--- src/rtl/core_pkg.sv ---
// Shared core definitions: ALU class encodings, datapath defaults and the
// decoded control bundle carried from decode into execute.
package core_pkg;

  localparam int unsigned XLEN_DEFAULT       = 32;
  localparam int unsigned REG_ADDR_W_DEFAULT = 5;

  localparam logic [2:0] ALU_LDST   = 3'b000;
  localparam logic [2:0] ALU_BRANCH = 3'b001;
  localparam logic [2:0] ALU_OP     = 3'b010;
  localparam logic [2:0] ALU_JUMP   = 3'b011;
  localparam logic [2:0] ALU_AMO    = 3'b100;
  localparam logic [2:0] ALU_OPIMM  = 3'b110;
  localparam logic [2:0] ALU_NOP    = 3'b111;

  typedef struct packed {
    logic       branch;
    logic       memRead;
    logic       memToReg;
    logic [2:0] aluOp;
    logic       memWrite;
    logic       aluSrc;
    logic       regWrite;
  } ctrl_t;

  localparam ctrl_t CTRL_BUBBLE = '{
    branch:   1'b0,
    memRead:  1'b0,
    memToReg: 1'b0,
    aluOp:    ALU_NOP,
    memWrite: 1'b0,
    aluSrc:   1'b0,
    regWrite: 1'b0
  };

endpackage

--- src/rtl/id_ex_stage_if.sv ---
// Decode/execute boundary bundle: decoder fields in, registered execute fields out,
// plus the execute-side hold/flush controls and the decode stall back-pressure.
interface id_ex_stage_if #(
  parameter int unsigned XLEN       = core_pkg::XLEN_DEFAULT,
  parameter int unsigned REG_ADDR_W = core_pkg::REG_ADDR_W_DEFAULT
);

  logic                  idValid;
  logic                  idBranch;
  logic                  idMemRead;
  logic                  idMemToReg;
  logic                  idMemWrite;
  logic                  idAluSrc;
  logic                  idRegWrite;
  logic [2:0]            idAluOp;
  logic [2:0]            idFunct3;
  logic [6:0]            idFunct7;
  logic [REG_ADDR_W-1:0] idRs1;
  logic [REG_ADDR_W-1:0] idRs2;
  logic [REG_ADDR_W-1:0] idRd;
  logic                  idUsesRs1;
  logic                  idUsesRs2;
  logic [XLEN-1:0]       idRs1Data;
  logic [XLEN-1:0]       idRs2Data;
  logic [XLEN-1:0]       idImm;
  logic [XLEN-1:0]       idPc;

  logic                  exHold;
  logic                  flush;
  logic                  idStall;

  logic                  exValid;
  logic                  exBranch;
  logic                  exMemRead;
  logic                  exMemToReg;
  logic                  exMemWrite;
  logic                  exAluSrc;
  logic                  exRegWrite;
  logic [2:0]            exAluOp;
  logic [2:0]            exFunct3;
  logic [6:0]            exFunct7;
  logic [REG_ADDR_W-1:0] exRs1;
  logic [REG_ADDR_W-1:0] exRs2;
  logic [REG_ADDR_W-1:0] exRd;
  logic [XLEN-1:0]       exRs1Data;
  logic [XLEN-1:0]       exRs2Data;
  logic [XLEN-1:0]       exImm;
  logic [XLEN-1:0]       exPc;

  // Decode side: drives the instruction fields and pipeline controls.
  modport master (
    output idValid, idBranch, idMemRead, idMemToReg, idMemWrite, idAluSrc, idRegWrite,
    output idAluOp, idFunct3, idFunct7, idRs1, idRs2, idRd, idUsesRs1, idUsesRs2,
    output idRs1Data, idRs2Data, idImm, idPc, exHold, flush,
    input  idStall,
    input  exValid, exBranch, exMemRead, exMemToReg, exMemWrite, exAluSrc, exRegWrite,
    input  exAluOp, exFunct3, exFunct7, exRs1, exRs2, exRd,
    input  exRs1Data, exRs2Data, exImm, exPc
  );

  // Pipeline register side.
  modport slave (
    input  idValid, idBranch, idMemRead, idMemToReg, idMemWrite, idAluSrc, idRegWrite,
    input  idAluOp, idFunct3, idFunct7, idRs1, idRs2, idRd, idUsesRs1, idUsesRs2,
    input  idRs1Data, idRs2Data, idImm, idPc, exHold, flush,
    output idStall,
    output exValid, exBranch, exMemRead, exMemToReg, exMemWrite, exAluSrc, exRegWrite,
    output exAluOp, exFunct3, exFunct7, exRs1, exRs2, exRd,
    output exRs1Data, exRs2Data, exImm, exPc
  );

endinterface

--- src/rtl/load_use_detect.sv ---
// Combinational load-use hazard check between the decode slot and a load sitting in EX.
// Kept standalone so a forwarding unit can reuse the same equation.
module load_use_detect #(
  parameter int unsigned REG_ADDR_W = core_pkg::REG_ADDR_W_DEFAULT
) (
  input  logic                  idValid,
  input  logic                  idUsesRs1,
  input  logic                  idUsesRs2,
  input  logic [REG_ADDR_W-1:0] idRs1,
  input  logic [REG_ADDR_W-1:0] idRs2,
  input  logic                  exValid,
  input  logic                  exMemRead,
  input  logic [REG_ADDR_W-1:0] exRd,
  output logic                  hazard
);

  logic rs1_match;
  logic rs2_match;

  assign rs1_match = idUsesRs1 && (idRs1 == exRd);
  assign rs2_match = idUsesRs2 && (idRs2 == exRd);

  // x0 is hard-wired zero, so a load targeting it never produces a value to wait for.
  assign hazard = idValid && exValid && exMemRead && (exRd != '0) && (rs1_match || rs2_match);

endmodule

--- src/rtl/id_ex_stage.sv ---
// Decode-to-execute pipeline register: holds on execute back-pressure, inserts bubbles
// on flush or load-use hazard, and counts inserted bubbles with a saturating counter.
module id_ex_stage
  import core_pkg::*;
#(
  parameter int unsigned XLEN       = XLEN_DEFAULT,
  parameter int unsigned REG_ADDR_W = REG_ADDR_W_DEFAULT,
  parameter int unsigned CNT_W      = 16
) (
  input  logic             clk,
  input  logic             rst_n,
  id_ex_stage_if.slave     bus,
  output logic [CNT_W-1:0] bubbleCount
);

  typedef struct packed {
    logic                  valid;
    ctrl_t                 ctrl;
    logic [2:0]            funct3;
    logic [6:0]            funct7;
    logic [REG_ADDR_W-1:0] rs1;
    logic [REG_ADDR_W-1:0] rs2;
    logic [REG_ADDR_W-1:0] rd;
    logic [XLEN-1:0]       rs1_data;
    logic [XLEN-1:0]       rs2_data;
    logic [XLEN-1:0]       imm;
    logic [XLEN-1:0]       pc;
  } ex_state_t;

  // A bubble is exactly the reset image: nothing valid, ALU class NOP, all fields zero.
  function automatic ex_state_t bubble_state();
    ex_state_t s;
    s      = '0;
    s.ctrl = CTRL_BUBBLE;
    return s;
  endfunction

  ex_state_t        state_q, state_d;
  ex_state_t        id_state;
  logic [CNT_W-1:0] cnt_q, cnt_d;
  logic             hazard;
  logic             bubble_ins;

  load_use_detect #(
    .REG_ADDR_W (REG_ADDR_W)
  ) u_load_use_detect (
    .idValid   (bus.idValid),
    .idUsesRs1 (bus.idUsesRs1),
    .idUsesRs2 (bus.idUsesRs2),
    .idRs1     (bus.idRs1),
    .idRs2     (bus.idRs2),
    .exValid   (state_q.valid),
    .exMemRead (state_q.ctrl.memRead),
    .exRd      (state_q.rd),
    .hazard    (hazard)
  );

  always_comb begin
    id_state               = bubble_state();
    id_state.valid         = 1'b1;
    id_state.ctrl.branch   = bus.idBranch;
    id_state.ctrl.memRead  = bus.idMemRead;
    id_state.ctrl.memToReg = bus.idMemToReg;
    id_state.ctrl.aluOp    = bus.idAluOp;
    id_state.ctrl.memWrite = bus.idMemWrite;
    id_state.ctrl.aluSrc   = bus.idAluSrc;
    id_state.ctrl.regWrite = bus.idRegWrite;
    id_state.funct3        = bus.idFunct3;
    id_state.funct7        = bus.idFunct7;
    id_state.rs1           = bus.idRs1;
    id_state.rs2           = bus.idRs2;
    id_state.rd            = bus.idRd;
    id_state.rs1_data      = bus.idRs1Data;
    id_state.rs2_data      = bus.idRs2Data;
    id_state.imm           = bus.idImm;
    id_state.pc            = bus.idPc;
  end

  // Flush outranks hold: the killed instruction must leave EX even while EX is stalled.
  always_comb begin
    state_d    = state_q;
    bubble_ins = 1'b0;
    if (bus.flush) begin
      state_d    = bubble_state();
      bubble_ins = 1'b1;
    end else if (bus.exHold) begin
      state_d = state_q;
    end else if (hazard) begin
      state_d    = bubble_state();
      bubble_ins = 1'b1;
    end else if (bus.idValid) begin
      state_d = id_state;
    end else begin
      state_d = bubble_state();
    end
  end

  always_comb begin
    cnt_d = cnt_q;
    if (bubble_ins && (cnt_q != {CNT_W{1'b1}})) begin
      cnt_d = cnt_q + 1'b1;
    end
  end

  always_ff @(posedge clk or negedge rst_n) begin
    if (!rst_n) begin
      state_q <= bubble_state();
      cnt_q   <= '0;
    end else begin
      state_q <= state_d;
      cnt_q   <= cnt_d;
    end
  end

  assign bus.idStall    = !bus.flush && (bus.exHold || hazard);

  assign bus.exValid    = state_q.valid;
  assign bus.exBranch   = state_q.ctrl.branch;
  assign bus.exMemRead  = state_q.ctrl.memRead;
  assign bus.exMemToReg = state_q.ctrl.memToReg;
  assign bus.exMemWrite = state_q.ctrl.memWrite;
  assign bus.exAluSrc   = state_q.ctrl.aluSrc;
  assign bus.exRegWrite = state_q.ctrl.regWrite;
  assign bus.exAluOp    = state_q.ctrl.aluOp;
  assign bus.exFunct3   = state_q.funct3;
  assign bus.exFunct7   = state_q.funct7;
  assign bus.exRs1      = state_q.rs1;
  assign bus.exRs2      = state_q.rs2;
  assign bus.exRd       = state_q.rd;
  assign bus.exRs1Data  = state_q.rs1_data;
  assign bus.exRs2Data  = state_q.rs2_data;
  assign bus.exImm      = state_q.imm;
  assign bus.exPc       = state_q.pc;

  assign bubbleCount    = cnt_q;

endmodule

--- src/flat_wrapper.sv ---
// flat-port wrapper written by rule: the top's interface ports become plain ports
module id_ex_stage_flat import core_pkg::*;
#(
  parameter int unsigned XLEN       = XLEN_DEFAULT,
  parameter int unsigned REG_ADDR_W = REG_ADDR_W_DEFAULT,
  parameter int unsigned CNT_W      = 16
)
  (clk, rst_n, bubbleCount, bus_idValid, bus_idBranch, bus_idMemRead, bus_idMemToReg, bus_idMemWrite, bus_idAluSrc, bus_idRegWrite, bus_idAluOp, bus_idFunct3, bus_idFunct7, bus_idRs1, bus_idRs2, bus_idRd, bus_idUsesRs1, bus_idUsesRs2, bus_idRs1Data, bus_idRs2Data, bus_idImm, bus_idPc, bus_exHold, bus_flush, bus_idStall, bus_exValid, bus_exBranch, bus_exMemRead, bus_exMemToReg, bus_exMemWrite, bus_exAluSrc, bus_exRegWrite, bus_exAluOp, bus_exFunct3, bus_exFunct7, bus_exRs1, bus_exRs2, bus_exRd, bus_exRs1Data, bus_exRs2Data, bus_exImm, bus_exPc);
  id_ex_stage_if #(.XLEN(XLEN), .REG_ADDR_W(REG_ADDR_W)) bus_i ();
  input  logic clk;
  input  logic rst_n;
  output logic [CNT_W-1:0] bubbleCount;
  input wire logic [$bits(bus_i.idValid)-1:0] bus_idValid;
  input wire logic [$bits(bus_i.idBranch)-1:0] bus_idBranch;
  input wire logic [$bits(bus_i.idMemRead)-1:0] bus_idMemRead;
  input wire logic [$bits(bus_i.idMemToReg)-1:0] bus_idMemToReg;
  input wire logic [$bits(bus_i.idMemWrite)-1:0] bus_idMemWrite;
  input wire logic [$bits(bus_i.idAluSrc)-1:0] bus_idAluSrc;
  input wire logic [$bits(bus_i.idRegWrite)-1:0] bus_idRegWrite;
  input wire logic [$bits(bus_i.idAluOp)-1:0] bus_idAluOp;
  input wire logic [$bits(bus_i.idFunct3)-1:0] bus_idFunct3;
  input wire logic [$bits(bus_i.idFunct7)-1:0] bus_idFunct7;
  input wire logic [$bits(bus_i.idRs1)-1:0] bus_idRs1;
  input wire logic [$bits(bus_i.idRs2)-1:0] bus_idRs2;
  input wire logic [$bits(bus_i.idRd)-1:0] bus_idRd;
  input wire logic [$bits(bus_i.idUsesRs1)-1:0] bus_idUsesRs1;
  input wire logic [$bits(bus_i.idUsesRs2)-1:0] bus_idUsesRs2;
  input wire logic [$bits(bus_i.idRs1Data)-1:0] bus_idRs1Data;
  input wire logic [$bits(bus_i.idRs2Data)-1:0] bus_idRs2Data;
  input wire logic [$bits(bus_i.idImm)-1:0] bus_idImm;
  input wire logic [$bits(bus_i.idPc)-1:0] bus_idPc;
  input wire logic [$bits(bus_i.exHold)-1:0] bus_exHold;
  input wire logic [$bits(bus_i.flush)-1:0] bus_flush;
  output wire logic [$bits(bus_i.idStall)-1:0] bus_idStall;
  output wire logic [$bits(bus_i.exValid)-1:0] bus_exValid;
  output wire logic [$bits(bus_i.exBranch)-1:0] bus_exBranch;
  output wire logic [$bits(bus_i.exMemRead)-1:0] bus_exMemRead;
  output wire logic [$bits(bus_i.exMemToReg)-1:0] bus_exMemToReg;
  output wire logic [$bits(bus_i.exMemWrite)-1:0] bus_exMemWrite;
  output wire logic [$bits(bus_i.exAluSrc)-1:0] bus_exAluSrc;
  output wire logic [$bits(bus_i.exRegWrite)-1:0] bus_exRegWrite;
  output wire logic [$bits(bus_i.exAluOp)-1:0] bus_exAluOp;
  output wire logic [$bits(bus_i.exFunct3)-1:0] bus_exFunct3;
  output wire logic [$bits(bus_i.exFunct7)-1:0] bus_exFunct7;
  output wire logic [$bits(bus_i.exRs1)-1:0] bus_exRs1;
  output wire logic [$bits(bus_i.exRs2)-1:0] bus_exRs2;
  output wire logic [$bits(bus_i.exRd)-1:0] bus_exRd;
  output wire logic [$bits(bus_i.exRs1Data)-1:0] bus_exRs1Data;
  output wire logic [$bits(bus_i.exRs2Data)-1:0] bus_exRs2Data;
  output wire logic [$bits(bus_i.exImm)-1:0] bus_exImm;
  output wire logic [$bits(bus_i.exPc)-1:0] bus_exPc;
  assign bus_i.idValid = bus_idValid;
  assign bus_i.idBranch = bus_idBranch;
  assign bus_i.idMemRead = bus_idMemRead;
  assign bus_i.idMemToReg = bus_idMemToReg;
  assign bus_i.idMemWrite = bus_idMemWrite;
  assign bus_i.idAluSrc = bus_idAluSrc;
  assign bus_i.idRegWrite = bus_idRegWrite;
  assign bus_i.idAluOp = bus_idAluOp;
  assign bus_i.idFunct3 = bus_idFunct3;
  assign bus_i.idFunct7 = bus_idFunct7;
  assign bus_i.idRs1 = bus_idRs1;
  assign bus_i.idRs2 = bus_idRs2;
  assign bus_i.idRd = bus_idRd;
  assign bus_i.idUsesRs1 = bus_idUsesRs1;
  assign bus_i.idUsesRs2 = bus_idUsesRs2;
  assign bus_i.idRs1Data = bus_idRs1Data;
  assign bus_i.idRs2Data = bus_idRs2Data;
  assign bus_i.idImm = bus_idImm;
  assign bus_i.idPc = bus_idPc;
  assign bus_i.exHold = bus_exHold;
  assign bus_i.flush = bus_flush;
  assign bus_idStall = bus_i.idStall;
  assign bus_exValid = bus_i.exValid;
  assign bus_exBranch = bus_i.exBranch;
  assign bus_exMemRead = bus_i.exMemRead;
  assign bus_exMemToReg = bus_i.exMemToReg;
  assign bus_exMemWrite = bus_i.exMemWrite;
  assign bus_exAluSrc = bus_i.exAluSrc;
  assign bus_exRegWrite = bus_i.exRegWrite;
  assign bus_exAluOp = bus_i.exAluOp;
  assign bus_exFunct3 = bus_i.exFunct3;
  assign bus_exFunct7 = bus_i.exFunct7;
  assign bus_exRs1 = bus_i.exRs1;
  assign bus_exRs2 = bus_i.exRs2;
  assign bus_exRd = bus_i.exRd;
  assign bus_exRs1Data = bus_i.exRs1Data;
  assign bus_exRs2Data = bus_i.exRs2Data;
  assign bus_exImm = bus_i.exImm;
  assign bus_exPc = bus_i.exPc;
  id_ex_stage #(.XLEN(XLEN), .REG_ADDR_W(REG_ADDR_W), .CNT_W(CNT_W)) u_core (.clk(clk), .rst_n(rst_n), .bus(bus_i), .bubbleCount(bubbleCount));
endmodule
--- config.mk ---
export PLATFORM = sky130hd
export DESIGN_NAME = id_ex_stage_flat
export DESIGN_NICKNAME = d
export VERILOG_FILES = /design/src/rtl/core_pkg.sv /design/src/rtl/id_ex_stage_if.sv /design/src/rtl/load_use_detect.sv /design/src/rtl/id_ex_stage.sv /design/src/flat_wrapper.sv
export SDC_FILE = /design/constraint.sdc
export NUM_CORES = 1
export LEC_CHECK = 0
export ABC_AREA = 1
export CORE_AREA = 5 5 167 129
export CTS_CLUSTER_SIZE = 12
export DETAILED_ROUTE_END_ITERATION = 7
export DIE_AREA = 0 0 172 134
export PLACE_DENSITY = 0.77
export SETUP_SLACK_MARGIN = 0.2
export SYNTH_ARGS = -nofsm -noshare
export SYNTH_HDL_FRONTEND = slang
export SYNTH_SLANG_ARGS = --single-unit
--- constraint.sdc ---
create_clock -name clk -period 1.8 [get_ports clk]
set_input_delay 0.27 -clock clk [delete_from_list [all_inputs] [get_ports clk]]
set_output_delay 0.27 -clock clk [all_outputs]
set_load 0.05 [all_outputs]
# Word-level counts from Yosys, hierarchy flattened
# Cells that the tools add are included.
# W data, S select, Z words.
dict set report classes {
  reduce_logical 12
  add_sub_neg 1
  n_eq_ne 4
  muxes 7
}
# operator count
set op_table {}
lappend op_table {{$mux W163} 4}
lappend op_table {{$add A16 B1 Y16 const B} 1}
lappend op_table {{$ne A16 B16 Y1 const B} 1}
lappend op_table {{$eq A5 B5 Y1} 2}
lappend op_table {{$logic_and A1 B1 Y1} 8}
lappend op_table {{$reduce_bool A5 Y1} 1}
lappend op_table {{$mux W1} 3}
lappend op_table {{$logic_or A1 B1 Y1} 2}
lappend op_table {{$ne A2 B1 Y1 const B} 1}
lappend op_table {{$logic_not A1 Y1} 1}
dict set report totals {
  out_inout_bits 180
  inputBits 169
  word_cells 42
  register_bits 179
}

# Depth between registers and ports, before layout
# Gate-level depths: netlist of run 1.
dict set report depth {
  ltp_word 8
  ltp_mapped 12
  mapped_depth_nobuf 11
}

# Modules after synthesis
# Synthesis of run 1 repeated with hierarchy kept, for this count alone.
dict set report unflattened {
  hier_cells 892
  hier_area_um2 7628.6
}
# mod seq_area_each_um2 area_per_inst_um2 instances cells_each
set by_module_without_submodules {}
lappend by_module_without_submodules {id_ex_stage 4483.0 7398.3 1 836}
lappend by_module_without_submodules {load_use_detect 0.0 230.2 1 56}

# Worst setup path before layout of run 1
# Ideal clock, no wire load.
dict set report synth_path {
  kind {flip-flop to output port}
  from {register u_core.state_q (netlist bit u_core.bus.exRd[0])}
  to {output port bus_idStall}
  stages_incl_launch_ff 9
  arrival_time_ps 1983
  n_path_buf 0
  t_required_ps 1530
  slack_ps -453
  path_cell_list {dfrtp_1 -> inv_1 -> nand2_1 -> nand2_1 -> nor2_1 -> nand3_1 -> nand2_1 -> nand2_2 -> a21oi_1}
}
dict set report synth_between {
  elab_chain_len 6
  elab_cells_between_ends 10
  cone_classes {eq/ne: 2; reduce/logical: 8}
}
# element line_no
set synth_rtl {}
lappend synth_rtl {{start: declaration} id_ex_stage.sv:38} ;# ex_state_t state_q, state_d;
lappend synth_rtl {{start signal: assignment} id_ex_stage.sv:107} ;# state_q <= bubble_state();
lappend synth_rtl {{start signal: assignment} id_ex_stage.sv:110} ;# state_q <= state_d;
lappend synth_rtl {{$eq A5 B5 Y1 (on tied branches)} {load_use_detect.sv:20, load_use_detect.sv:21}}
lappend synth_rtl {{$logic_and A1 B1 Y1 (on tied branches)} {load_use_detect.sv:20, load_use_detect.sv:21}}
lappend synth_rtl {{$logic_or A1 B1 Y1} load_use_detect.sv:24} ;# assign hazard = idValid && exValid && exMemRead && (exRd != '0) && (rs1_match || rs2_match);
lappend synth_rtl {{$logic_and A1 B1 Y1 (*)} load_use_detect.sv:24}
lappend synth_rtl {{$logic_or A1 B1 Y1 (*)} id_ex_stage.sv:115} ;# assign bus.idStall = !bus.flush && (bus.exHold || hazard);
lappend synth_rtl {{$logic_and A1 B1 Y1 (*)} id_ex_stage.sv:115}
lappend synth_rtl {{end: declaration} flat_wrapper.sv:34} ;# output wire logic [$bits(bus_i.idStall)-1:0] bus_idStall;
# Mark *: on every way between the ends. The rest lies on a longest branch, timed or not.

# Final worst setup path of run 1
# Same ends and word-level chain as after synthesis.

==> reports/qor.csv, run 1 <==
stage,metric,value,unit
route,ant_nets,0,
placement,gp_congestion,0.876,
route,drt_iter0_drc,397,
global_routing,overflow,0,
cells_and_area,layout-drive-gt1-share,25.3,%
cts,cts_tree,yes,
cells_and_area,final_nets,1431,
floorplan,dieWidth,172,microns
power,ir_drop,0.541,mV
yosys,ys_top_cells_by_area,"dfrtp_1 (57%), nand2_1 (11%), inv_1 (8.7%)",
yosys,ys_seq_area_share,58.0,%
timing,worstMarginPinSlew,0.556,ns
cts,clk_pin_slew,0.07,ns
timing,maxSlewHeadroom,62.8,%
floorplan,core-area,19800,sq um
floorplan,io_pins,349,
cells_and_area,utilization,63.7,%
setup_path,critPathMaxFanout,3,
power,power,10.1,mW
cts,clockBufferDepth,2,
floorplan,initial_core_util,39.0,%
floorplan,die_h,134,microns
timing,fin_skew,0.00955,ns
timing,setup_viol,105,
timing,fin_crit_sh,108,%
placement,hpwl,17500,microns
floorplan,die-area,23000,sq um
cts,worstSkewPairLatency,0.42,ns
yosys,ys_seq_elements,179,
min_path,hold_class,input pin to asynchronous set/reset pin,
outcome,violations,negative setup slack,
floorplan,num_rows,45,
yosys,yosysTopAreaCellShare,56.9,%
route,first_pass_iters,4,
yosys,ys.warnings.count,0,
global_routing,grt_max_degree,68,
setup_path,critPathKind,flop to output pin,
setup_path,end_kind,output pin,
yosys,async_reset_ff_share,100,%
setup_path,start_kind,flop,
global_routing,first_global_vias,6976,
yosys,synth_commonest_cells,"nand2_1 (230), inv_1 (179), dfrtp_1 (176)",
power,leakagePower,6.64,nW
timing,rsz0062_at_grt,yes,
cells_and_area,areaGrowthSynthToFinish,63.2,%
yosys,post-synth-top-area-cell,dfrtp_1,
yosys,synth-edff-count,0,
route,drcViolationCount,0,
yosys,synth_ff_type,dfrtp_1,
timing,whs,0.369,ns
yosys,syn_nets,1035,
global_routing,antenna_found_initial,1,
route,vias,6985,
route,wire_per_inst,16.1,microns
power,cellPowerDensity,800,nW/um^2
placement,portBuffers,348,
yosys,syn_area,7730,sq um
setup_path,crit_start,u_core.bus.exRd[0],
timing,fmax,0.515,GHz
timing,finalWorstSetupSlack,-0.142,ns
cts,clkSinkCount,179,
setup_path,r2r-start,u_core.bus.exRd[0],
global_routing,grt_pass1_wl,38400,microns
cts,cts-root-buf,clkbuf_16,
timing,finalCriticalPeriod,1.94,ns
cts,cts_buffers,17,
yosys,ys_types,30,
yosys,synthMostInstantiatedCell,nand2_1,
yosys,syn_inst,865,
yosys,syn_avg_cell_area,8.94,sq um
setup_path,crit_arrival,1.67,ns
route,finalWirelength,24600,microns
timing,finalHoldViolCount,0,
job,maxCapViolCount,0,
cts,htree_levels,4,
global_routing,grt_usage,21.1,%
setup_path,cp.required,1.53,ns
timing,slew_violations,0,
outcome,status,"complete, but fails checks",
route,viasPerCell,4.56,
-- metrics by stage --
stage	setup TNS [ns]	std cells	setup WS, ns	instance area, sq um
global placement	-23.39	1464	-0.167	11500
floorplan	0	865	0.136	7830
CTS	-7.70	1527	-0.179	12600
finish	-4.39	1531	-0.142	12600
global route	-19.22	1531	-0.215	12600
detailed placement	-31.14	1464	-0.234	11500
-- layout make-up --
type | count | area (sq um)
Fill cell | 1655 | 7200
Sequential cell | 179 | 4500
Timing Repair Buffer | 411 | 4100
Multi-Input combinational cell | 468 | 2450
Inverter | 184 | 693
Clock buffer | 18 | 429
Tap cell | 258 | 323
Clock inverter | 12 | 128
Antenna cell | 1 | 2.50
-- cell families (layout without fill, tap and decap cells) --
kind of cell | Yosys count | after routing | share of synthesized area [%]
xor+xnor | 7 | 7 | 0.793
fa+ha+maj | 1 | 1 | 0.162
flops | 179 | 179 | 58.0
compound gates | 162 | 162 | 13.5
buf+inv | 220 | 625 | 11.7
other cells | 0 | 1 | 0
simple gates | 296 | 298 | 15.9
-- routing by layer --
layer	vias up	wire (microns)	global-route usage (%)
met5	-	0	0
met4	0	437	6.20
met3	22	2390	7.54
met2	262	11700	33.8
met1	3268	10100	27.0
li1	3433	-	-
-- critical path, stage by stage, from the launching register on --
cell,delay [ns]
dfrtp_2,0.43
nand2_1,0.09
nand2_1,0.06
nor2_1,0.10
nand3_1,0.09
nand2_2,0.08
nand2_2,0.08
a21oi_4,0.16
buf_12,0.16
-- registers in the layout (all words and copies together) (netlist names), 3 cells and up --
register,flops
u_core.bus.exRs2,5
u_core.bus.exPc,32
u_core.bubbleCount,16
u_core.bus.exRs2Data,32
u_core.bus.exRs1Data,32
u_core.bus.exFunct3,3
u_core.bus.exFunct7,7
u_core.bus.exAluOp,3
u_core.bus.exRs1,5
u_core.bus.exRd,5
u_core.bus.exImm,32
-- power breakdown --
part           internal (mW)  switching (mW)
Sequential              4.22           0.155
Combinational          0.877            1.29
Clock                   1.93            1.62
Total                   7.03            3.07
-- layout by cell type, fill, tap and decap left out, types with 3 or more instances in the layout --
master           netlist  final
nand2_1              230    229
inv_1                179    177
clkdlybuf4s50_1        0    167
dfrtp_1              176    161
buf_4                  3    139
o21ai_2               60     61
o21ai_0               94     56
o21ai_1                1     38
dlygate4sd2_1          0     38
nand3_1               25     23
nor2_1                22     20
buf_12                 0     20
clkdlybuf4s15_1        0     19
clkbuf_16              0     17
dfrtp_2                0     15
clkbuf_2               0      9
buf_16                 0      8
xor2_1                 7      7
o22ai_1                6      6
inv_2                  4      5
nor2_2                 6      5
nor2_4                 2      5
buf_6                  6      5
nor3_1                 4      4
nand3_4                1      4
clkinv_4               0      4
clkinvlp_4             0      3
bufbuf_16              0      3
dfstp_2                3      3
-- timing repair --
item                                    CTS  global route
resized for setup                       121            45
endpoints found under the hold margin    42             0
hold buffers                              1             0
endpoints found under the setup margin  197           239
setup buffers                            19             3
pin swaps                                 9             8
cloned                                   13             0
-- path summary, 6_finish.rpt --
check / endpoint / slack [ns] / depth (start not counted)
min in group clk: u_core.bus.exRs2Data[0] / 0.39 / 3
setup reg to reg: u_core.bus.exFunct7[2] / -0.08 / 11
hold reg to reg: u_core.bus.exPc[13] / 0.48 / 2
setup / recovery: bus_idStall / -0.14 / 8
max in group asynchronous: u_core.bus.exRs2Data[27] / 0.78 / 3
hold / removal: u_core.bus.exRs2Data[7] / 0.37 / 2
Note: power is estimated with default switching activity, not from simulation.
==> inputs of run 2 (changes only) <==
GPL_TIMING_DRIVEN = 1   (was unset)
==> results of run 2 <==
No change in the layout: final DEF, timing and power equal those of run 1.
==> inputs of run 3 (changes only) <==
MAX_ROUTING_LAYER = met4   (was unset)
SETUP_SLACK_MARGIN = unset   (was 0.2)
==> run 3 against run 2 <==
Against the previous run: critical endpoint unchanged; the flow still finishes with violations (negative setup slack); critical path type unchanged; combinational power hardly changed; sequential share of layout area down 0.36 points; maximum frequency fell by 2.7%; largest power group unchanged; design area grew 0.74%; die area unchanged; utilization rose by 0.47 points; setup slack lost 0.055 ns; largest cell class unchanged; clock-buffer cell count increased by 2.
==> reports/qor.csv, run 3 (synthesized netlist as in run 1, its figures left out) <==
stage,metric,value,unit,change
setup_path,cp.required,1.53,ns,about the same
timing,rsz0062_at_grt,yes,,
setup_path,slowest_delay,0.41,ns,-0.02 ns
cells_and_area,layout-drive-gt1-share,29.2,%,+3.9 points
route,viasPerCell,4.66,,+2.1%
setup_path,end_kind,output pin,,
route,wire_per_inst,16.7,microns,+4.1%
placement,placedCellCount,1461,,-0.20%
timing,finalWorstSetupSlack,-0.197,ns,-0.0547 ns
cells_and_area,areaGrowthSynthToFinish,64.4,%,
floorplan,die_h,134,microns,unchanged
placement,portBuffers,348,,unchanged
cells_and_area,layout_common_cells,"nand2_1 (228), inv_1 (178), dfrtp_1 (171)",,
timing,finalHoldViolCount,0,,unchanged
timing,fin_crit_sh,111,%,+3.0 points
cells_and_area,layout_commonest_cell,nand2_1,,
outcome,status,"complete, but fails checks",,
power,leakagePower,6.82,nW,+2.6%
floorplan,num_rows,45,,unchanged
floorplan,dieWidth,172,microns,unchanged
timing,fin_skew,0.0101,ns,+0.000546 ns
setup_path,r2r-start,u_core.bus.exRd[1],,
global_routing,overflow,0,,unchanged
global_routing,first_global_vias,6767,,-3.0%
setup_path,start_kind,flop,,
global_routing,antenna_found_initial,1,,unchanged
cts,worstSkewPairLatency,0.43,ns,about the same
placement,pre_cts_ws,-0.230,ns,+0.00362 ns
floorplan,die-area,23000,sq um,unchanged
route,first_pass_iters,4,,unchanged
global_routing,grt_pass1_wl,36100,microns,-6.2%
setup_path,reg2reg_setup_slack,-0.12,ns,-0.04 ns
cts,cts_tree,yes,,
cts,clockBufferDepth,2,,unchanged
min_path,hold_class,input pin to asynchronous set/reset pin,,
cells_and_area,finalNonFillerCells,1520,,-0.72%
timing,slew_violations,0,,unchanged
timing,fmax,0.501,GHz,-2.7%
placement,gp_congestion,0.889,,+1.5%
setup_path,worstReg2RegEnd,u_core.bus.exPc[5],,
placement,hpwl,18000,microns,+2.8%
route,finalWirelength,25400,microns,+3.4%
cts,clkSinkCount,179,,unchanged
cells_and_area,final_nets,1418,,-0.91%
cts,cts-root-buf,clkbuf_16,,
outcome,violations,negative setup slack,,
floorplan,io_pins,349,,unchanged
floorplan,core-area,19800,sq um,unchanged
floorplan,initial_core_util,39.0,%,unchanged
cts,cts_buffers,17,,unchanged
setup_path,critPathMaxFanout,5,,+2
setup_path,reg2reg_depth,12,,+1
timing,setup_viol,179,,+70%
setup_path,path_cells,"inv_2, nand2_1, nand2_1, nor2_1, nand3_1, nand2_2, nand2_4, a21oi_4, buf_12",,
global_routing,grt_max_degree,56,,-18%
power,cellPowerDensity,797,nW/um^2,-0.34%
timing,maxSlewHeadroom,65.0,%,+2.2 points
timing,finalCriticalPeriod,2.00,ns,+0.0547 ns
job,maxCapViolCount,0,,unchanged
cts,clk_pin_slew,0.07,ns,about the same
power,ir_drop,0.449,mV,-17%
setup_path,critPathKind,flop to output pin,,
route,drcViolationCount,0,,unchanged
global_routing,grt_usage,20.4,%,-0.61 points
cts,htree_levels,4,,unchanged
setup_path,path_common_cell,nand2_1,,
route,vias,7081,,+1.4%
setup_path,crit_slowest_cell,dfrtp_2,,
route,drt_iter0_drc,527,,+33%
route,ant_nets,0,,unchanged
setup_path,crit_arrival,1.73,ns,+0.06 ns
timing,worstMarginPinSlew,0.527,ns,-0.0294 ns
-- run 3: changes by cell type in the layout (fill, tap and decap cells not counted), sizes merged, moves of 2 or more --
cell | before | now
clkinvlp | 3 | 1
clkdlybuf4s15 | 19 | 0
inv | 187 | 193
clkinv | 5 | 2
buf | 173 | 158
nand3 | 28 | 26
dlygate4sd2 | 38 | 66
bufbuf | 3 | 0
-- run 3: worst max-delay path: cells and delay by family (launching register included) --
kind                   cells  cell delay, ns
AND/OR/NAND/NOR            6            0.52
AO/OA/AOI/OAI              1            0.14
flip-flops                 1            0.41
buffers and inverters      2            0.21
-- run 3: worst max-delay path by stage --
stage / to / startpoint / slack [ns] / cells past startpoint
after floorplan: bus_idStall / u_core.bus.exRd[1] / 0.01 / 8
after global placement: u_core.bus.exPc[20] / bus_idRs1[4] / -0.17 / 11
after detailed placement: u_core.bus.exRs1Data[13] / bus_idRs1[4] / -0.23 / 11
after CTS: bus_idStall / u_core.bus.exRd[2] / -0.20 / 9
after global routing: bus_idStall / u_core.bus.exRd[1] / -0.29 / 9
final: bus_idStall / u_core.bus.exRd[4] / -0.20 / 9
-- run 3: what timing repair did --
item                       CTS  global route
hold buffers                 1             0
setup endpoints to repair   67           179
cloned                       0            14
hold endpoints to repair    29             0
resized for setup           82           184
buffers inserted             7             4
pin swaps                    6             9
-- run 3: report_power, final --
| part | internal (mW) | total, mW | leakage, nW | switching (mW) |
|---|---|---|---|---|
| clock network | 1.90 | 3.59 | 0.278 | 1.69 |
| logic | 0.842 | 2.18 | 4.12 | 1.33 |
| registers | 4.21 | 4.36 | 2.42 | 0.150 |
-- run 3: area by class of cell --
| cell class | instances | area, sq um |
|---|---|---|
| Fill cell | 1620 | 7100 |
| Sequential cell | 179 | 4490 |
| Inverter | 184 | 691 |
| Clock buffer | 20 | 457 |
| Antenna cell | 1 | 2.50 |
| Tap cell | 258 | 323 |
| Clock inverter | 12 | 109 |
| Multi-Input combinational cell | 466 | 2710 |
| Timing Repair Buffer | 400 | 3940 |
-- run 3: routing by layer --
metal | vias up | part of all wire, % | track usage, %
met2 | 283 | 50 | 31.3
met4 | 0 | 1.8 | 6.68
li1 | 3398 | - | -
met3 | 34 | 9.6 | 7.19
met5 | - | 0 | -
met1 | 3366 | 39 | 25.5
-- run 3: through the flow --
step | util (%) | instance area, sq um | total power [mW] | setup TNS, ns | hold slack [ns]
after floorplan | - | 7750 | 5.49 | 0 | -0.0256
after global placement | 57.6 | 11400 | 6.47 | -24.98 | 0.212
after detailed placement | 57.6 | 11400 | 6.50 | -31.17 | 0.218
after CTS | 60.4 | 12000 | 10.1 | -0.200 | 0.323
after global routing | 64.2 | 12700 | 10.5 | -36.65 | 0.340
final | 64.2 | 12700 | 10.1 | -12.55 | 0.310
